File: config.mk
export PLATFORM = sky130hd
export DESIGN_NAME = arbitro_1
export DESIGN_NICKNAME = d
export VERILOG_FILES = /design/src/rtl/arbitro_1_pkg.sv /design/src/rtl/arbitro_1_rr_grant4.sv /design/src/rtl/arbitro_1.sv
export SDC_FILE = /design/constraint.sdc
export NUM_CORES = 1
export LEC_CHECK = 0
export BUFFER_PORTS_ARGS = -buffer_cell sky130_fd_sc_hd__clkbuf_2
export CORE_MARGIN = 2
export CORE_UTILIZATION = 42
export CTS_BUF_LIST = sky130_fd_sc_hd__clkbuf_2
export CTS_CLUSTER_SIZE = 12
export DETAILED_ROUTE_END_ITERATION = 6
export GPL_TIMING_DRIVEN = 0
export PLACE_DENSITY = 0.94
export SLEW_MARGIN = 20
export SYNTH_ARGS = -nofsm -noshare
export SYNTH_HDL_FRONTEND = slang
export SYNTH_HIERARCHICAL = 1
export SYNTH_SLANG_ARGS = --single-unit
File: constraint.sdc
create_clock -name clk -period 5.75 [get_ports clk]
set_clock_uncertainty 0.15 [all_clocks]
set_input_delay 1.725 -clock clk [delete_from_list [all_inputs] [get_ports clk]]
set_output_delay 1.725 -clock clk [all_outputs]
set_load 0.005 [all_outputs]
File: src/rtl/arbitro_1_pkg.sv
// Shared definitions for the four-VC merge arbiter and its neighbours.
package arbitro_1_pkg;

    localparam int DATA_WIDTH_DEF = 6;
    localparam int NUM_VC         = 4;

    // Global FSM encodings; the arbiter only distinguishes INIT from the rest.
    typedef enum logic [3:0] {
        STATE_INIT   = 4'b0001,
        STATE_IDLE   = 4'b0010,
        STATE_ACTIVE = 4'b0100,
        STATE_ERROR  = 4'b1000
    } sys_state_e;

endpackage

File: src/rtl/arbitro_1_rr_grant4.sv
// Combinational 4-way round-robin search starting at ptr.
module rr_grant4
    import arbitro_1_pkg::*;
(
    input  logic [3:0] req,
    input  logic [1:0] ptr,
    output logic       gnt_valid,
    output logic [1:0] gnt_idx
);

    logic [1:0] idx;

    always_comb begin
        gnt_valid = 1'b0;
        gnt_idx   = '0;
        idx       = '0;
        for (int unsigned i = 0; i < NUM_VC; i++) begin
            idx = ptr + 2'(i);
            if (!gnt_valid && req[idx]) begin
                gnt_valid = 1'b1;
                gnt_idx   = idx;
            end
        end
    end

endmodule

File: src/rtl/arbitro_1.sv
// Merge arbiter: four input FIFOs into one output FIFO, round-robin,
// skipping empty queues and stalling on output almost-full.
module arbitro_1
    import arbitro_1_pkg::*;
#(
    parameter int DATA_WIDTH = DATA_WIDTH_DEF
) (
    input  logic                  clk,
    input  logic                  reset,
    input  logic [3:0]            state,
    input  logic                  empty0,
    input  logic                  empty1,
    input  logic                  empty2,
    input  logic                  empty3,
    input  logic [DATA_WIDTH-1:0] data_in0,
    input  logic [DATA_WIDTH-1:0] data_in1,
    input  logic [DATA_WIDTH-1:0] data_in2,
    input  logic [DATA_WIDTH-1:0] data_in3,
    input  logic                  almost_full,
    output logic                  pop0,
    output logic                  pop1,
    output logic                  pop2,
    output logic                  pop3,
    output logic                  push,
    output logic [DATA_WIDTH-1:0] data_out,
    output logic                  idle
);

    logic [1:0]            ptr;
    logic [1:0]            sel_q;
    logic                  valid_q;
    logic [NUM_VC-1:0]     req;
    logic [NUM_VC-1:0]     pop_vec;
    logic                  gnt_valid;
    logic [1:0]            gnt_idx;
    logic                  active;
    logic                  pop_any;
    logic [DATA_WIDTH-1:0] data_in_arr [NUM_VC];

    assign req         = ~{empty3, empty2, empty1, empty0};
    assign data_in_arr = '{data_in0, data_in1, data_in2, data_in3};

    rr_grant4 u_rr (
        .req       (req),
        .ptr       (ptr),
        .gnt_valid (gnt_valid),
        .gnt_idx   (gnt_idx)
    );

    // Grant is evaluated on this cycle's empty flags, so a queue that just
    // drained is never popped.
    always_comb begin
        active  = (state != STATE_INIT);
        pop_any = active && !almost_full && gnt_valid;
        pop_vec = '0;
        if (pop_any) begin
            pop_vec[gnt_idx] = 1'b1;
        end
    end

    assign {pop3, pop2, pop1, pop0} = pop_vec;

    always_ff @(posedge clk) begin
        if (reset) begin
            ptr     <= '0;
            valid_q <= 1'b0;
            sel_q   <= '0;
        end else begin
            valid_q <= pop_any;
            sel_q   <= gnt_idx;
            if (!active) begin
                ptr <= '0;
            end else if (pop_any) begin
                ptr <= gnt_idx + 2'd1;
            end
        end
    end

    // The FIFOs register their read data, so the popped word appears on
    // data_in one cycle after the pop, aligned with valid_q.
    assign push     = valid_q;
    assign data_out = valid_q ? data_in_arr[sel_q] : '0;
    assign idle     = (&(~req)) & ~valid_q;

endmodule
### Yosys cells after proc, flatten, opt, wreduce, memory -nomap -nowiden

Index checks and enable logic that the tools add are counted.

* register bits after elaboration: 5
* output and inout port bits: 12
* logic and storage cells: 56

* $add $sub $neg: 4
* magnitude comparators: 7
* equal/unequal tests: 1
* mux-type cells: 23
* bitwise logic cells: 6
* reductions and logical operators: 12

Operator list (count)
* 6-bit 2-to-1 mux: 3
* 2-bit by 3-bit less-than comparator with 1-bit output, second input constant: 5
* 6-bit binary-select mux with 2-bit select: 1
* 1-bit 2-to-1 mux: 9
* 1-bit binary-select mux with 2-bit select: 4
* 2-bit 2-to-1 mux: 4
* 4-bit NOT: 2
* 1-bit logical AND: 6
* 2-bit by 1-bit adder with 2-bit output, second input constant: 2
* 2-bit adder, second input constant: 2
* 1-bit zero test: 4
* 4-bit 2-to-1 mux: 1
* 4-bit by 1-bit inequality test with 1-bit output, second input constant: 1
* 4-bit AND reduction: 1
* 3-bit greater-or-equal comparator, second input constant: 1
* 2-bit NOT with 3-bit output: 1
* 1-bit demux with 2-bit select: 1
* 2-bit by 1-bit greater-or-equal comparator with 1-bit output, second input constant: 1
* 1-bit NOT: 2
* 2-bit OR reduction: 1
* 1-bit AND: 1

### Depth between registers and ports, before layout

* depth in word-level cells: 18
* depth in mapped cells: 8

### By module

The synthesis kept the hierarchy.

By module, submodules not included
* arbitro_1: times used 1, cells an instance 55, area each 473.0 sq um, seq. area each 100.1 sq um
* rr_grant4: times used 1, cells an instance 15, area each 77.6 sq um, seq. area each 0.0 sq um

### Worst setup path before layout

OpenSTA, ideal clock, no wires.

* path kind: input-to-output
* start: in empty1
* end: out pop0
* arrival time: 2.896 ns
* path slack: 0.979 ns
* stages: 7
* path through: inv_1 inv_1 a221o_1 a21oi_1 inv_1 ha_1 and2_1

* word-level cells in the longest chain between the ends: 18
* elaborated cells between the ends (all ways): 30
* those cells by class: order compare: 2; mux: 19; bitwise: 1; reduce/logical: 8

RTL lines
* from (decl): line arbitro_1.sv:12 `input logic empty1,`
* 4-bit NOT (*): line arbitro_1.sv:40 `assign req = ~{empty3, empty2, empty1, empty0};`
* 1-bit binary-select mux with 2-bit select: line arbitro_1_rr_grant4.sv:19 `if (!gnt_valid && req[idx]) begin`
* 1-bit 2-to-1 mux (implied by the code): line arbitro_1_rr_grant4.sv:19
* 1-bit 2-to-1 mux: line arbitro_1_rr_grant4.sv:19
* 1-bit zero test: line arbitro_1_rr_grant4.sv:19
* 1-bit logical AND: line arbitro_1_rr_grant4.sv:19
* 1-bit 2-to-1 mux: line arbitro_1_rr_grant4.sv:19
* 1-bit zero test: line arbitro_1_rr_grant4.sv:19
* (+3 left out)
* 1-bit logical AND: line arbitro_1_rr_grant4.sv:19
* 2-bit 2-to-1 mux (*): line arbitro_1_rr_grant4.sv:19
* net gnt_idx[0]: line arbitro_1.sv:35 `logic [1:0] gnt_idx;`
* 2-bit by 3-bit less-than comparator with 1-bit output (implied by the code) or 2-bit by 1-bit greater-or-equal comparator with 1-bit output (tied branches): line arbitro_1.sv:57 `pop_vec[gnt_idx] = 1'b1;`
* 1-bit logical AND (implied by the code): line arbitro_1.sv:57
* 1-bit 2-to-1 mux (implied by the code): line arbitro_1.sv:57
* 1-bit demux with 2-bit select (*): line arbitro_1.sv:57
* 4-bit 2-to-1 mux (*): line arbitro_1.sv:56 `if (pop_any) begin`
* to (decl): line arbitro_1.sv:20 `output logic pop0,`

Mark *: on every way through the listed nets, which the timed path passes. The rest lies on a longest branch. The select of a mux whose other input is x is not followed.

### Worst setup path in the final report

* start: in empty1
* end: out pop2

* word-level cells in the longest chain between the ends: 18
* elaborated cells between the ends (all ways): 30
* those cells by class: order compare: 2; mux: 19; bitwise: 1; reduce/logical: 8

RTL lines
* 4-bit NOT (*): line arbitro_1.sv:40
* net req[1]: line arbitro_1.sv:32 `logic [NUM_VC-1:0] req;`
* 1-bit binary-select mux with 2-bit select: line arbitro_1_rr_grant4.sv:19
* 1-bit 2-to-1 mux (implied by the code): line arbitro_1_rr_grant4.sv:19
* 1-bit 2-to-1 mux: line arbitro_1_rr_grant4.sv:19
* 1-bit zero test: line arbitro_1_rr_grant4.sv:19
* 1-bit logical AND: line arbitro_1_rr_grant4.sv:19
* 1-bit 2-to-1 mux: line arbitro_1_rr_grant4.sv:19
* (+4 left out)
* 1-bit logical AND: line arbitro_1_rr_grant4.sv:19
* 2-bit 2-to-1 mux (*): line arbitro_1_rr_grant4.sv:19
* net gnt_idx[0]: line arbitro_1.sv:35
* 2-bit by 3-bit less-than comparator with 1-bit output (implied by the code) or 2-bit by 1-bit greater-or-equal comparator with 1-bit output (tied branches): line arbitro_1.sv:57
* 1-bit logical AND (implied by the code): line arbitro_1.sv:57
* 1-bit 2-to-1 mux (implied by the code): line arbitro_1.sv:57
* 1-bit demux with 2-bit select (*): line arbitro_1.sv:57
* 4-bit 2-to-1 mux (*): line arbitro_1.sv:56
* to (decl): line arbitro_1.sv:22 `output logic pop2,`

Marks and branches as above.

==> metrics.md <==
| Metric | Value |
|---|---|
| Most frequent cell after synthesis | `mux2i_1` |
| Port Buf Inserts | `46` |
| Sw frac | `33.9%` |
| Area of the core | `1270 sq um` |
| Placed cell count | `131` |
| Initial core utilization | `43.4%` |
| Crit path DAT | `3.24 ns` |
| Pleak | `0.451 nW` |
| Initial antenna violation count | `0` |
| P_sw | `0.0431 mW` |
| Worst-path clk slew | `0.05 ns` |
| Async set or reset register ratio after synthesis | `0%` |
| Hold buffer count at cts | `0` |
| Hold crit path type | `reg -> reg` |
| Number of synthesized register bits | `5` |
| Placer Congestion | `0.742` |
| Count of unique library cells instantiated by Yosys | `21` |
| Achievable frequency | `195 MHz` |
| DRT iter0 DRCs | `16` |
| Number of max-cap violations | `0` |
| Leading area contributor after synthesis | `mux2i_1` |
| Area of the multi-input gates | `398 sq um` |
| GRT overflow | `0` |
| Top_reg_cell synth | `dfxtp_1` |
| RSZ-0062 raised after global routing | `false` |
| Logic pwr share | `41.8%` |
| Vias in the first global route | `570` |
| Area post-placement | `800 sq um` |
| WL/cell | `10.7 microns` |
| PD cells | `155 nW/um^2` |
| CTS Buffer Depth | `2` |
| Post-layout net count | `160` |
| Syn Inst Count | `70` |
| Die H | `40.2 microns` |
| Crit share post-route | `89.0%` |
| Most area-consuming cells after synthesis | `mux2i_1 (22%), dfxtp_1 (18%), ha_1 (9.1%)` |
| R2r setup slk | `3.81 ns` |
| Number of flops mapped to enable cells by yosys | `0` |
| Worst Path Max Fanout | `4` |
| Final max-slew violation count | `0` |
| Post-route insts no fill | `135` |
| Tightest Pin Transition | `0.389 ns` |
| Seq/Total Area, Yosys | `18.2%` |
| Post-DP HPWL | `1250 microns` |
| Largest net degree at the start of global routing | `11` |
| Via density | `5.08` |
| DIE WIDTH | `40.2 microns` |
| Max VDD drop | `0.108 mV` |
| # setup viols final | `0` |
| Sink Count | `5` |
| Post-route ant nets | `0` |
| Die ar. | `1620 sq um` |
| Cell Area, Synth | `551 sq um` |
| Hold Vio Cnt, Final | `0` |
| Diode count | `0` |
| Reg area | `100 sq um` |
| Routed vias | `686` |
| WL final | `1450 microns` |
| Int Pwr | `0.0840 mW` |
| DR DRC count | `0` |
| Worst skew pair latency | `0.22 ns` |
| Clk root buf | `clkbuf_2` |
| First-pass GRT wire length | `2000 microns` |
| Mapped Nets | `109` |
| CP Data Required Time | `3.88 ns` |
| Setup TNS | `0 ns` |
| Slew margin rel. | `74.1%` |
| Post-layout min period | `5.12 ns` |
| Finished Cell Area | `820 sq um` |
| First drt pass iteration count | `4` |
| Layout area overhead | `48.9%` |
| Post_cts resized | `0` |
| CP endpoint kind | `primary output` |
| Status | `completed` |
| Share of layout cells above drive strength 1 | `45.0%` |
| Worst setup SP type | `primary input` |
| CTS tree | `done` |
| Post-CTS Setup Inserts | `0` |
| Critical path class | `in -> out` |
| Synth Warn # | `6` |
| CTS H-tree lvls | `1` |
| Filler cells | `120` |
| Seq pwr share | `32.2%` |
| Synth top cells by count | `mux2i_1 (12), inv_1 (10), nor2_1 (7)` |
| Synth Area per Inst | `7.86 sq um` |
| Clk pwr share | `25.9%` |
| Top Ports | `47` |
| Top cell type's share of synthesized area | `21.8%` |
| Total track usage | `18.5%` |
| Cell Rows | `13` |
| Cts bufs inserted | `3` |
==> metal layers <==
metal	wire [microns]	global-route usage, %	vias up
li1	-	-	342
met1	507	16.3	301
met2	768	39.1	43
met3	174	5.00	0
met4	0	5.00	0
met5	0	0	-
==> layout make-up <==
cell class,count,area share [%]
buffer,1,1.37
clock buffer,4,2.44
inverter,11,5.04
multi-input combinational,53,48.5
sequential,5,12.2
tap,15,2.29
timing repair buffer,46,28.1
==> power groups by stage <==
stage	logic, mW	clock network [mW]	registers (mW)
2_1_floorplan	0.0304	0	0.0410
3_3_place_gp	0.0504	0	0.0414
3_5_place_dp	0.0531	0	0.0417
4_1_cts	0.0537	0.0334	0.0409
5_1_grt	0.0598	0.0342	0.0414
6_report	0.0531	0.0330	0.0410
==> metrics by stage <==
stage	hold WS [ns]	util (%)	power, mW	setup WS [ns]
2_1_floorplan	0.324	-	0.0713	0.979
3_3_place_gp	0.349	63.0	0.0918	0.683
3_5_place_dp	0.373	63.0	0.0948	0.611
4_1_cts	0.377	64.6	0.128	0.604
5_1_grt	0.401	64.6	0.135	0.472
6_report	0.381	64.6	0.127	0.632
==> final timing paths <==
check | startpoint | depth (start not counted) | to
max | empty1 | 9 | pop2
min | ptr[1] | 2 | ptr[1]
max reg2reg | ptr[0] | 7 | ptr[1]
min reg2reg | ptr[1] | 2 | ptr[1]
==> flip-flops by register name, indices dropped and copies added (netlist names) <==
register,cells
ptr,2
push,1
sel_q,2
==> worst max-delay path, stage by stage <==
cell      delay, ns
clkbuf_2       0.09
inv_1          0.08
inv_1          0.06
a221o_1        0.33
a21oi_1        0.35
inv_1          0.15
ha_1           0.22
and2_1         0.14
clkbuf_2       0.10
==> logic make-up after synthesis <==
kind of cell,Yosys count,share of synthesized area (%)
AO/OA/AOI/OAI,15,18.0
adder cells (fa/ha/maj),4,9.09
buffers and inverters,12,9.55
flip-flops,5,18.2
multiplexers,12,21.8
AND/OR/NAND/NOR,22,23.4
==> layout by cell type, fill, tap and decap left out, drive strengths merged <==
cell type / synthesis / layout
a211oi: 1 / 1
nand2: 3 / 3
nand3: 1 / 1
dfxtp: 5 / 5
nand2b: 3 / 3
nand4: 1 / 1
and2: 4 / 4
o221ai: 1 / 1
a21oi: 5 / 5
a221o: 1 / 1
clkbuf: 0 / 50
o21ai: 1 / 1
ha: 4 / 4
buf: 1 / 1
nor4b: 1 / 1
nor2b: 1 / 1
mux2i: 12 / 12
nor2: 7 / 7
inv: 11 / 11
or2: 1 / 1
o22ai: 6 / 6
No activity file was read; power rests on OpenSTA's default activity.
